===== config.mk =====
export PLATFORM = sky130hd
export DESIGN_NAME = bitstring_deserializer
export DESIGN_NICKNAME = d
export VERILOG_FILES = /design/src/rtl/bitstring_deserializer.sv
export SDC_FILE = /design/constraint.sdc
export NUM_CORES = 1
export LEC_CHECK = 0
export CAP_MARGIN = 20
export CORE_MARGIN = 3
export CORE_UTILIZATION = 50
export CTS_BUF_LIST = sky130_fd_sc_hd__clkbuf_4 sky130_fd_sc_hd__clkbuf_8 sky130_fd_sc_hd__clkbuf_16
export CTS_CLUSTER_DIAMETER = 60
export DETAILED_ROUTE_END_ITERATION = 8
export PLACE_DENSITY = 0.85
export SLEW_MARGIN = 10
export SYNTH_ARGS = -nofsm -noshare
export SYNTH_HDL_FRONTEND = slang
export SYNTH_SLANG_ARGS = --single-unit

===== constraint.sdc =====
create_clock -name clk -period 2.1 [get_ports clk]
set_clock_uncertainty 0.1 [all_clocks]
set_input_delay 0.525 -clock clk [delete_from_list [all_inputs] [get_ports clk]]
set_output_delay 0.525 -clock clk [all_outputs]
set_load 0.05 [all_outputs]

===== src/rtl/bitstring_deserializer.sv =====
// Serial-to-parallel deserializer: packs WIDTH serial bits (first bit = MSB) into
// words for the downstream popcount stage, with valid/ready on both sides.
module bitstring_deserializer #(
    parameter int unsigned WIDTH = 3,
    parameter int unsigned CNT_W = 8
) (
    input  logic             clk,
    input  logic             rst_n,
    input  logic             sin_bit,
    input  logic             sin_valid,
    output logic             sin_ready,
    input  logic             abort,
    output logic [WIDTH-1:0] bitstring,
    output logic             bs_valid,
    input  logic             bs_ready,
    output logic [CNT_W-1:0] word_count
);

    localparam int unsigned BIT_CNT_W = $clog2(WIDTH);
    localparam logic [BIT_CNT_W-1:0] LAST_BIT = BIT_CNT_W'(WIDTH - 1);

    typedef enum logic {
        S_COLLECT = 1'b0,
        S_FULL    = 1'b1
    } state_t;

    state_t               r_state;
    logic [BIT_CNT_W-1:0] r_bit_cnt;
    logic [WIDTH-2:0]     r_sr;
    logic [WIDTH-1:0]     r_bitstring;
    logic                 r_bs_valid;
    logic [CNT_W-1:0]     r_word_count;

    logic                 w_accept;
    logic                 w_deliver;
    logic [WIDTH-1:0]     w_sr_next;

    // In FULL the slot frees up on the same edge it is delivered, so a new bit can enter.
    assign sin_ready  = (r_state == S_COLLECT) || bs_ready;
    assign w_accept   = sin_valid && sin_ready;
    assign w_deliver  = r_bs_valid && bs_ready;
    assign w_sr_next  = {r_sr, sin_bit};

    assign bitstring  = r_bitstring;
    assign bs_valid   = r_bs_valid;
    assign word_count = r_word_count;

    always_ff @(posedge clk or negedge rst_n) begin
        if (!rst_n) begin
            r_state      <= S_COLLECT;
            r_bit_cnt    <= '0;
            r_sr         <= '0;
            r_bitstring  <= '0;
            r_bs_valid   <= 1'b0;
            r_word_count <= '0;
        end else if (abort) begin
            // Flush partial and pending word; last delivered word and count survive.
            r_state    <= S_COLLECT;
            r_bit_cnt  <= '0;
            r_sr       <= '0;
            r_bs_valid <= 1'b0;
        end else begin
            case (r_state)
                S_COLLECT: begin
                    if (w_accept) begin
                        r_sr <= w_sr_next[WIDTH-2:0];
                        if (r_bit_cnt == LAST_BIT) begin
                            r_bitstring <= w_sr_next;
                            r_bs_valid  <= 1'b1;
                            r_bit_cnt   <= '0;
                            r_state     <= S_FULL;
                        end else begin
                            r_bit_cnt <= r_bit_cnt + BIT_CNT_W'(1);
                        end
                    end
                end
                S_FULL: begin
                    if (w_deliver) begin
                        r_word_count <= r_word_count + CNT_W'(1);
                        r_bs_valid   <= 1'b0;
                        r_state      <= S_COLLECT;
                        if (w_accept) begin
                            r_sr      <= w_sr_next[WIDTH-2:0];
                            r_bit_cnt <= BIT_CNT_W'(1);
                        end
                    end
                end
                default: begin
                    r_state <= S_COLLECT;
                end
            endcase
        end
    end

endmodule


==> out/summary.md <==
TritonCTS built the clock tree. The tools report the synthesized netlist net count as 71. STA classifies the critical path endpoint as an output pin. Dividing the final minimum period by the clock period gives 95.3%.

For the I/O pin count, the log shows 19. The floorplan step defined a die boundary enclosing 2020 sq um. In this run the core area contains 13 standard-cell rows. Setup repair after global routing left no endpoint under its margin. Maximum number of pins on one net before global-route repair: 18. Yosys printed 0 warnings.

The largest voltage drop on the vdd net is 471 uV. Summed over all failing endpoints, the final setup total negative slack is 0 ps. The placed instances occupy a cell area of 953 sq um. Counting every instance in the synthesized netlist gives 64. Fraction of the yosys area taken by sequential cells: 56.2%.

Net switching is 26.8% of the power. Counting every sink on the clock net gives 17. The number of max-cap violations is 0, and the number of nets still failing antenna checks after routing is 0. In this run the static leakage power is 0.000480 uW.

Combinational logic burns 15.9% of the power. Clock-pin slew was measured on the worst setup and hold paths at 100 ps. The tools report the element type at the critical path start as an input pin. In this run the worst path has a maximum fanout of 5. The vias after detailed routing is 562, and the internal power component is 469 uW. The first detailed-routing pass ran for 4 iterations. In the post-synthesis netlist, the biggest area contributors are dfrtp_1 (56%), xnor2_1 (6.9%), mux2_2 (4.5%).

By startpoint and endpoint, the worst setup path is classified as input pin to output pin. The H-tree depth is 1. The min-delay analysis places its worst path in the category flip-flop to flip-flop.

The x dimension of the die was 44.9 microns; the final RePlAce weighted congestion was 0.793. Relative to the synthesized area, the layout overhead comes to 29.9%. The total CTS buffers came out at 3. The later pin in the worst-skew pair is clocked with a latency of 280 ps. The core region is 1370 sq um. The max-slew violation count was 0; the number of setup violations in the final report was 0. The initial utilization of the core area, before any placement, comes to 55.4%.

The hold violation count in the final report was 0; the transition time of the tightest slew-check pin was 355 ps. In this run the tool buffered the top-level ports with 18 buffer cells. After synthesis, the mean cell area works out to 11.8 sq um. The filler cell count is 110, and the total overflow reported by the global router is 0.

The run gives 0 as the residual DRC count. Derived from the worst setup path, the maximum achievable clock frequency is 500 MHz. The share of synthesized area in the top cell type comes to 56.2%. The global router's overall resource usage is 16.5%, and the minimum clock period is 2000 ps. The cell taking the most area after synthesis was dfrtp_1. The number of antenna diodes in the final layout is 0. Power spread over the standard cell area amounts to 651 nW/um^2.

The flow ran to the end, and the final reports show no timing, DRC or antenna violations. The first routing iteration left 2 violations. The floorplan die height is 44.9 microns.

The clock passes through at most 2 buffers. The routed via count divided by cell count works out to 5.46. The analysis attributes to net switching a power of 171 uW. The tools report the final design area excluding fillers as 983 sq um.

For the worst setup path, the data arrival time is 1380 ps. Sequential cell fraction of total power: 55.0%. Remaining max-slew budget at the tightest pin: 76.1%.

Of the cells placed in the final design, the portion with a size suffix greater than 1 is 30.7%. The total detailed-routing wirelength is 1480 microns, and the post-synthesis instance area is 757 sq um. At the worst endpoint, the required time is 1470 ps.

The tools report the post-CTS repair timing setup buffer count as 0. The number of hold buffers added after CTS is 0. After the last flow step, the layout net total stands at 96. In this run, post-CTS repair resized a total of 0 instances. Synthesis inferred 17 register bits. Clock tree synthesis selected as its root buffer the cell clkbuf_4. The tools report the global-route wire length before repair as 2440 microns. The number of antenna violations at the first check in global routing was 0. The count of distinct cell types in the synthesized netlist is 26. The logs give 576 for the number of global-route vias before repair and 29.1% for the share of power burned in the clock network.

Final routed wire length divided by cell count: 14.4 microns.
-- cells in the final DEF (no fill, tap or decap) --
master | Yosys | final
dfrtp_1 | 17 | 17
buf_4 | 1 | 16
a21oi_1 | 6 | 6
xnor2_1 | 6 | 6
nand3_1 | 5 | 5
clkdlybuf4s50_1 | 0 | 5
clkbuf_4 | 0 | 4
o21ai_0 | 3 | 3
nand2_1 | 3 | 3
mux2_2 | 3 | 3
nand4_1 | 2 | 2
nor2_1 | 2 | 2
nand2b_1 | 1 | 1
nand4bb_1 | 1 | 1
a21bo_2 | 1 | 1
and4_1 | 1 | 1
and4b_1 | 1 | 1
and3_1 | 1 | 1
and2_1 | 1 | 1
inv_2 | 1 | 1
a21boi_0 | 1 | 1
or4b_1 | 1 | 1
mux2_4 | 1 | 1
xor2_1 | 1 | 1
mux2i_1 | 1 | 1
nor3_1 | 1 | 1
ha_1 | 1 | 1
buf_12 | 0 | 1
-- routing by layer --
| layer | vias up | track usage, % | part of all wire [%] |
|---|---|---|---|
| met5 | - | 0 | 0 |
| met4 | 0 | 6.43 | 0.95 |
| met3 | 2 | 3.98 | 5.2 |
| met2 | 16 | 25.2 | 45 |
| met1 | 270 | 22.6 | 48 |
| li1 | 274 | - | - |
-- power groups by stage --
| stage | Combinational (uW) | Clock (uW) | Sequential, uW |
|---|---|---|---|
| final | 102 | 186 | 352 |
| after global routing | 109 | 198 | 353 |
| after floorplan | 24.8 | 0 | 390 |
| after global placement | 101 | 0 | 357 |
| after CTS | 103 | 186 | 352 |
| after detailed placement | 103 | 0 | 358 |
-- synthesized netlist by cell type --
library cell / count
nor2_1: 2
and4_1: 1
a21bo_2: 1
nor3_1: 1
and2_1: 1
and4b_1: 1
xnor2_1: 6
o21ai_0: 3
mux2_4: 1
mux2i_1: 1
and3_1: 1
xor2_1: 1
clkbuf_2: 1
nand4bb_1: 1
a21oi_1: 6
mux2_2: 3
buf_4: 1
a21boi_0: 1
nand2b_1: 1
nand3_1: 5
nand4_1: 2
or4b_1: 1
ha_1: 1
nand2_1: 3
dfrtp_1: 17
inv_2: 1
-- final timing paths --
path,endpoint,start,depth (start not counted),slack (ps)
max,sin_ready,bs_ready,3,100
min,word_count[7],word_count[7],1,370
max reg2reg,bitstring[0],r_state,3,590
min reg2reg,word_count[7],word_count[7],1,370
max in group asynchronous,bitstring[0],rst_n,2,1260
min in group asynchronous,word_count[6],rst_n,2,450
-- cell families after synthesis --
kind of cell | count (synthesis) | synth area share, %
compound gates | 11 | 8.26
xor+xnor | 7 | 8.10
fa+ha+maj | 1 | 1.65
buf+inv | 3 | 2.15
flops | 17 | 56.2
mux | 5 | 7.77
simple gates | 20 | 15.9
-- per-stage QoR --
| step | total power, uW | util, % | instances | hold slack (ps) | setup slack (ps) |
|---|---|---|---|---|---|
| floorplan | 415 | - | 64 | 129 | 547 |
| global placement | 458 | 69.8 | 99 | 363 | 114 |
| detailed placement | 461 | 69.8 | 99 | 368 | 60.7 |
| CTS | 640 | 72.0 | 103 | 382 | 97.5 |
| global route | 660 | 72.0 | 103 | 395 | 63.4 |
| finish | 640 | 72.0 | 103 | 373 | 98.2 |
-- flip-flops by register name (all words and copies together) (netlist names) --
signal	flops
word_count	8
r_bit_cnt	2
bitstring	3
bs_valid	1
r_sr	2
r_state	1
-- layout make-up --
type                       instances  area [sq um]  area share, %
tap                               15          18.8           1.91
sequential                        17           425           43.3
clock buffer                       4          30.0           3.05
timing repair buffer              22           190           19.3
multi-input combinational         44           315           32.1
inverter                           1          3.75          0.382
-- worst max-delay path, stage by stage --
cell and delay [ps]:
clkdlybuf4s50_1 530, nand2b_1 170, buf_12 140
No activity file was read; power rests on OpenSTA's default activity.
